===== src/rtl/bcd_div_seq.sv =====
`default_nettype none
// ============================================================================
// Module  : bcd_div_seq
// Brief   : Sequential restoring digit-serial packed-BCD divider (q = a / b, r = a mod b).
// Revision: 1.0 - initial release
// ============================================================================
module bcd_div_seq #(
  parameter int N = 8
) (
  input  logic           clk,
  input  logic           rst,
  input  logic           ld,
  input  logic [N*4-1:0] a,
  input  logic [N*4-1:0] b,
  output logic [N*4-1:0] q,
  output logic [N*4-1:0] r,
  output logic           busy,
  output logic           done,
  output logic           dbz
);

  localparam int W  = N * 4;
  localparam int RW = W + 4;
  localparam int IW = (N > 1) ? $clog2(N) : 1;

  localparam logic [1:0] S_IDLE  = 2'd0;
  localparam logic [1:0] S_SHIFT = 2'd1;
  localparam logic [1:0] S_SUB   = 2'd2;
  localparam logic [1:0] S_DONE  = 2'd3;

  localparam logic [IW-1:0] C_LAST_IDX = IW'(N - 1);
  localparam logic [3:0]    C_CNT_MAX  = 4'd9;

  logic [1:0]    r_state;
  logic [W-1:0]  r_a;
  logic [W-1:0]  r_b;
  logic [RW-1:0] r_rem;
  logic [W-1:0]  r_q;
  logic [W-1:0]  r_r;
  logic [3:0]    r_cnt;
  logic [IW-1:0] r_idx;
  logic          r_dbz;

  logic [RW-1:0] w_bx;
  logic [RW-1:0] w_diff;
  logic          w_borrow;
  logic          w_accept;

  assign w_bx     = {4'd0, r_b};
  assign w_accept = ld && ((r_state == S_IDLE) || (r_state == S_DONE));

  // Ten's-complement subtraction, one decimal digit at a time with ripple borrow.
  always_comb begin
    logic [4:0] v_t;
    logic       v_b;
    v_b    = 1'b0;
    v_t    = 5'd0;
    w_diff = '0;
    for (int i = 0; i <= N; i++) begin
      v_t = {1'b0, r_rem[i*4 +: 4]} - {1'b0, w_bx[i*4 +: 4]} - {4'd0, v_b};
      if (v_t[4]) begin
        v_t = v_t + 5'd10;
        v_b = 1'b1;
      end else begin
        v_b = 1'b0;
      end
      w_diff[i*4 +: 4] = v_t[3:0];
    end
    w_borrow = v_b;
  end

  always_ff @(posedge clk or posedge rst) begin
    if (rst) begin
      r_state <= S_IDLE;
      r_a     <= '0;
      r_b     <= '0;
      r_rem   <= '0;
      r_q     <= '0;
      r_r     <= '0;
      r_cnt   <= '0;
      r_idx   <= '0;
      r_dbz   <= 1'b0;
    end else if (w_accept) begin
      r_a   <= a;
      r_b   <= b;
      r_rem <= '0;
      r_q   <= '0;
      r_cnt <= '0;
      r_idx <= C_LAST_IDX;
      if (b == '0) begin
        r_state <= S_DONE;
        r_dbz   <= 1'b1;
        r_r     <= a;
      end else begin
        r_state <= S_SHIFT;
        r_dbz   <= 1'b0;
        r_r     <= '0;
      end
    end else begin
      case (r_state)
        S_SHIFT: begin
          // Dividend is consumed from its top nibble; the register shifts instead of indexing.
          r_rem   <= {r_rem[W-1:0], r_a[W-1 -: 4]};
          r_a     <= r_a << 4;
          r_cnt   <= '0;
          r_state <= S_SUB;
        end
        S_SUB: begin
          if (!w_borrow && (r_cnt < C_CNT_MAX)) begin
            r_rem <= w_diff;
            r_cnt <= r_cnt + 4'd1;
          end else begin
            r_q <= (r_q << 4) | W'(r_cnt);
            if (r_idx == '0) begin
              r_r     <= r_rem[W-1:0];
              r_state <= S_DONE;
            end else begin
              r_idx   <= r_idx - IW'(1);
              r_state <= S_SHIFT;
            end
          end
        end
        S_DONE:  r_state <= S_IDLE;
        default: r_state <= S_IDLE;
      endcase
    end
  end

  assign q    = r_q;
  assign r    = r_r;
  assign dbz  = r_dbz;
  assign busy = (r_state == S_SHIFT) || (r_state == S_SUB);
  assign done = (r_state == S_DONE);

endmodule
`default_nettype wire


===== config.mk =====
export PLATFORM = sky130hd
export DESIGN_NAME = bcd_div_seq
export DESIGN_NICKNAME = d
export VERILOG_FILES = /design/src/rtl/bcd_div_seq.sv
export SDC_FILE = /design/constraint.sdc
export NUM_CORES = 1
export LEC_CHECK = 0
export BUFFER_PORTS_ARGS = -buffer_cell sky130_fd_sc_hd__buf_2
export CAP_MARGIN = 20
export CORE_MARGIN = 2
export CORE_UTILIZATION = 51
export CTS_BUF_LIST = sky130_fd_sc_hd__clkbuf_8
export CTS_CLUSTER_SIZE = 8
export DETAILED_ROUTE_END_ITERATION = 8
export PLACE_DENSITY = 0.73
export SYNTH_ARGS = -nofsm -noshare
export SYNTH_HDL_FRONTEND = slang
export SYNTH_SLANG_ARGS = --single-unit

===== constraint.sdc =====
create_clock -name clk -period 17.5 [get_ports clk]
set_input_delay 3.5 -clock clk [delete_from_list [all_inputs] [get_ports clk]]
set_output_delay 3.5 -clock clk [all_outputs]
set_load 0.005 [all_outputs]

# ---- Word level (Yosys, flattened, before mapping)
# Index checks and enable logic that the tools add are counted.
# W data, S select, Z words.
dict set report word_totals {
  in_bits 67
  register_bits 174
}
dict set report op_classes {
  bitwise_logic 1
  n_lt_le_gt_ge 1
  n_eq_ne 7
  add_sub_neg 27
  mux 44
  n_reduce_logical 16
}
# op n
set op_table {}
lappend op_table {{$mux W32} 10}
lappend op_table {{$mux W36} 2}
lappend op_table {{$pmux W36 S2} 1}
lappend op_table {{$mux W4} 11}
lappend op_table {{$sub A4 B4 Y5} 8}
lappend op_table {{$add A4 B4 Y4 const B} 9}
lappend op_table {{$sub A5 B1 Y5} 7}
lappend op_table {{$logic_not A32 Y1} 1}
lappend op_table {{$or A32 B4 Y32} 1}
lappend op_table {{$mux W3} 4}
lappend op_table {{$mux W1} 10}
lappend op_table {{$mux W2} 4}
lappend op_table {{$pmux W4 S2} 1}
lappend op_table {{$ne A3 B3 Y1 const B} 2}
lappend op_table {{$reduce_and A3 Y1} 2}
lappend op_table {{$reduce_bool A2 Y1} 3}
lappend op_table {{$sub A4 B1 Y5} 1}
lappend op_table {{$add A4 B1 Y4 const B} 1}
lappend op_table {{$eq A2 B2 Y1 const B} 2}
lappend op_table {{$lt A4 B4 Y1 const B} 1}
lappend op_table {{$ne A2 B2 Y1 const B} 2}
lappend op_table {{$pmux W2 S2} 1}
lappend op_table {{$reduce_and A2 Y1} 2}
lappend op_table {{$logic_not A3 Y1} 1}
lappend op_table {{7 further kinds} 9}

# ---- Logic depth before layout (Yosys ltp)
dict set report logic_depth {
  depth_word 23
  ltp_mapped 69
  depth_no_buf 64
}

# ---- Least setup slack after synthesis
# Ideal clock, no wire load.
dict set report synth_path {
  path_kind {reg-to-reg}
  start {reg r_rem[0]}
  end {reg r_rem[35]}
  n_path_buf 5
  setup_ns 0.126
  stages_incl_launch_ff 69
  t_arrival_ns 13.391
  required_ns 17.374
  path_slack_ns 3.983
  path_cell_list {dfrtp_1 > inv_1 > ha_1 > inv_1 > fa_1 > nand2_1 > a21oi_1 > fa_1 > fa_1 > nand2b_1 > a211oi_1 > nor2_1 > inv_1 > fa_1 > inv_1 > fa_1 > nand2b_1 > a211o_1 > (+33 left out) > clkbuf_1 > xnor2_1 > ha_1 > a21o_1 > fa_1 > nand2b_1 > a22o_1 > nor2_1 > inv_1 > ha_1 > ha_1 > and2b_1 > nand2b_1 > ha_1 > nand2b_1 > a211oi_1 > nor3_1 > a221o_1}
}
dict set report synth_via {
  elab_chain_len 22
}
# element line_no
set synth_rtl {}
lappend synth_rtl {{start, declared} 37} ;# logic [RW-1:0] r_rem;
lappend synth_rtl {{start signal, assigned} 103} ;# r_rem <= {r_rem[W-1:0], r_a[W-1 -: 4]};
lappend synth_rtl {{start signal, assigned} 110} ;# r_rem <= w_diff;
lappend synth_rtl {{$sub A4 B4 Y5 (*)} 60} ;# v_t = {1'b0, r_rem[i*4 +: 4]} - {1'b0, w_bx[i*4 +: 4]} - {4'd0, v_b};
lappend synth_rtl {{$mux W1 (*)} 61} ;# if (v_t[4]) begin
lappend synth_rtl {{$sub A5 B1 Y5 (*)} 60}
lappend synth_rtl {{$mux W1 (*)} 61}
lappend synth_rtl {{$sub A5 B1 Y5 (*)} 60}
lappend synth_rtl {{$mux W1 (*)} 61}
lappend synth_rtl {{$sub A5 B1 Y5 (*)} 60}
lappend synth_rtl {{$mux W1 (*)} 61}
lappend synth_rtl {{(+6 left out)} n/a}
lappend synth_rtl {{$sub A5 B1 Y5 (*)} 60}
lappend synth_rtl {{$mux W1 (*)} 61}
lappend synth_rtl {{$sub A4 B1 Y5 (*)} 60}
lappend synth_rtl {{$add A4 B4 Y4 / $mux W1 (equally long branches)} {62, 61}}
lappend synth_rtl {{$mux W4 / $logic_not A1 Y1 (equally long branches)} {61, 109}}
lappend synth_rtl {{$mux W36 / $logic_and A1 B1 Y1 (equally long branches)} 109} ;# if (!w_borrow && (r_cnt < C_CNT_MAX)) begin
lappend synth_rtl {{$pmux W36 S2 / $ne A3 B3 Y1 (equally long branches)} n/a}
lappend synth_rtl {{$mux W36 / $reduce_and A2 Y1 (equally long branches)} n/a}
# Every way passes the cells marked *; elsewhere a longest branch is shown, timed or not. The select of a mux whose other input is x is not followed.
# A chain may end at the register's enable or synchronous reset.

# ---- Worst setup path in the final report
# Same ends and word-level chain as after synthesis.

==> reports/summary.log <==
INFO  worst_setup_path endpoint_kind=flip-flop
INFO  detailed_routing drt_drc_violations_left=0
INFO  worst_setup_path critical_path.max_stage_delay=760ps
INFO  sta            totalNegativeSetupSlack=0ps
INFO  synth          post-synth-top-count-cell=sky130_fd_sc_hd__dfrtp_1
INFO  synth          synth-async-reset-ratio=1.00
INFO  synth          syn_avg_cell_area=9.78squm
INFO  global_routing total_overflow_reported_by_the_global_router=0
INFO  clock_network  htree_num_levels=4
INFO  sta            timing_hold_violations_final=0
INFO  global_routing grt_max_degree=100
INFO  sta            fin_worst_hold_slack=486ps
INFO  pwr            powerDensity=219nW/um^2
INFO  synth          synth_edf_count=0
INFO  clock_network  tritoncts=built
INFO  global_routing first_global_vias=7416
INFO  detailed_routing detailedRoute.firstIterationViolations=580
INFO  placed_design  placement.io_buffers=133
INFO  global_routing wire_length_of_the_first_global_routing_pass=38500um
INFO  sta            timing.clock.skew=15.8ps
INFO  synth          synth_top_flop_cell=sky130_fd_sc_hd__dfrtp_1
INFO  synth          sequential_to_total_area_share_from_yosys_stat=0.450
INFO  synth          syn_nets=1134
INFO  placed_design  gp_congestion=0.842
INFO  finish         finish.net_count=1238
INFO  worst_setup_path setup.worst_path.start_class=flip-flop
INFO  clock_network  cts_hold_repair.buffers=0
INFO  worst_setup_path timing.critical_path.arrival=15080ps
INFO  synth          netlist.top_cell.by_area=sky130_fd_sc_hd__dfrtp_1
INFO  worst_setup_path worst_ep_required_time=17920ps
INFO  clock_network  cts.repair_timing.setup_buffer_count=0
INFO  pwr            leakage=0.00547uW
INFO  die            start_util=0.519
INFO  outcome        outcome=completed
INFO  sta            slew-limit-headroom=0.287
INFO  worst_setup_path worst_path_most_repeated_cell=sky130_fd_sc_hd__fa_1
INFO  pwr            irDropWorstVdd=0.103mV
INFO  detailed_routing drt-pass1-iter-count=5
INFO  worst_hold_path worst_hold_path_type=reg2reg
INFO  sta            max_freq=68.2MHz
INFO  die            core=18600squm
INFO  worst_setup_path critical_path.slowest_cell=sky130_fd_sc_hd__nand3_1
INFO  synth          synth.cells.most_frequent=sky130_fd_sc_hd__dfrtp_1, sky130_fd_sc_hd__nand2_1, sky130_fd_sc_hd__o21ai_0
INFO  synth          synth_cell_types=44
INFO  clock_network  worstSkewPairLatency=480ps
INFO  detailed_routing route.detailed.vias_per_inst=5.70
INFO  worst_setup_path criticalPathCategory=reg2reg
INFO  die            chipWidth=142um
INFO  synth          ranking_of_synthesized_cells_by_area=sky130_fd_sc_hd__dfrtp_1, sky130_fd_sc_hd__ha_1, sky130_fd_sc_hd__nand2_1, sky130_fd_sc_hd__o21ai_0, sky130_fd_sc_hd__mux2i_1
INFO  finish         drive_above_1_share=0.167
INFO  die            die_span_y=142um
INFO  synth          ys_ff_latch=174
INFO  global_routing initial_antenna_violation_count=1
INFO  sta            rsz0062_at_grt=false
INFO  pwr            report.power.total=2370uW
INFO  run            cap_viol_max_count=0
INFO  clock_network  cts_max_path_buffers=2
INFO  detailed_routing final_antenna_net_count=0
INFO  sta            period_minus_slack=14660ps
INFO  sta            worst-slew-pin-transition=1070ps
INFO  clock_network  cts_num_sinks=174
INFO  clock_network  worst_setup_hold_path_clk_slew=100ps
INFO  synth          synth-warning-count=0
INFO  synth          synthesis.area=9670squm
INFO  detailed_routing detailroute.via_count=7635
INFO  global_routing grtUsageTotal=0.245
INFO  clock_network  root_buffer=sky130_fd_sc_hd__clkbuf_8
INFO  sta            setup_viol_count_final=0
INFO  synth          synth_largest_type_area_fraction=0.450
INFO  sta            fin_crit_sh=0.838
INFO  detailed_routing postRouteWirelength=23700um
INFO  sta            max_slew_violation_total_from_the_final_report=0
INFO  finish         syn2layout_area_growth=12.3%
INFO  finish         antenna_cells_inserted=0
INFO  die            die-area=20100squm
INFO  placed_design  detailed_place_hpwl=16600um
INFO  worst_setup_path path_max_fanout=26
INFO  detailed_routing wire_per_inst=17.7um
INFO  clock_network  tritoncts_buffers=17
INFO  die            boundaryPins=134
INFO  die            placement_rows=50
INFO  clock_network  ctsResizeCount=0
INFO  synth          synthCells=988
## cells by family after synthesis
family,after synthesis,synth area share
AND/OR/NAND/NOR,260,0.123
adder cells (fa/ha/maj),79,0.110
multiplexers,51,0.0528
XOR/XNOR,48,0.0435
AO/OA/AOI/OAI,249,0.163
buffers and inverters,127,0.0567
flip-flops,174,0.450
## layer usage
layer | track usage | wire (um) | vias up | share of wire
li1 | - | - | 3623 | -
met1 | 0.349 | 10800 | 3710 | 0.46
met2 | 0.372 | 10500 | 261 | 0.44
met3 | 0.0628 | 1830 | 39 | 0.077
met4 | 0.0700 | 513 | 2 | 0.022
met5 | 0 | 13 | - | 0.00055
## where the power goes
part | internal (uW) | switching, uW | leakage [uW] | total, uW
Combinational | 639 | 846 | 0.00298 | 1480
Sequential | 509 | 94.2 | 0.00230 | 604
Clock | 108 | 177 | 0.000200 | 285
Total | 1260 | 1120 | 0.00547 | 2370
## state kept, by name (all words and copies together), names as in the netlist
signal,count
r_rem,36
r,32
r_b,32
dbz,1
r_state,2
r_a,32
r_cnt,4
q,32
r_idx,3
## worst max-delay path: cells and delay by family (launching register included)
family          cells  cell delay, ps
fa+ha+maj          18            5250
simple gates       18            4190
compound gates     15            3290
xor+xnor            5             750
buf+inv             6             710
flops               1             400
## per-stage QoR
| stage | utilization | worst slack [ps] | cells | cell area (sq um) |
|---|---|---|---|---|
| after floorplan | - | 3980 | 988 | 9670 |
| after global placement | 0.559 | 3340 | 1305 | 10400 |
| after detailed placement | 0.559 | 2920 | 1305 | 10400 |
| after CTS | 0.580 | 2880 | 1337 | 10800 |
| after global routing | 0.582 | 1920 | 1339 | 10900 |
| final | 0.582 | 2840 | 1339 | 10900 |
## layout make-up
type                    instances  area [sq um]
clock inverters                15           165
flip-flops and latches        174          4350
inverters                      69           264
multi-input cells             687          4780
clock buffers                  17           234
well taps                     234           293
repair buffers                143           766
fillers                      1651          7790
## cell usage in the layout, fill, tap and decap left out, drive strengths merged, types with 22 or more instances in the layout
master and instances:
dfrtp 174, inv 78, buf 142, a22oi 23, a22o 38, nand2 147, nand3 22, xnor2 26
o21ai 113, ha 69, a21oi 31, mux2i 51, xor2 22
## final timing paths
check / startpoint / endpoint / slack (ps) / cells past startpoint
worst max-delay path: r_rem[0] / r_rem[35] / 2840 / 62
worst min-delay path: dbz / dbz / 490 / 1
worst max register to register: r_rem[0] / r_rem[35] / 2840 / 62
worst min register to register: dbz / dbz / 490 / 1
max in group asynchronous: rst / r[7] / 12760 / 3
min in group asynchronous: rst / r_b[27] / 3210 / 2
Note: power is estimated with default switching activity, not from simulation.
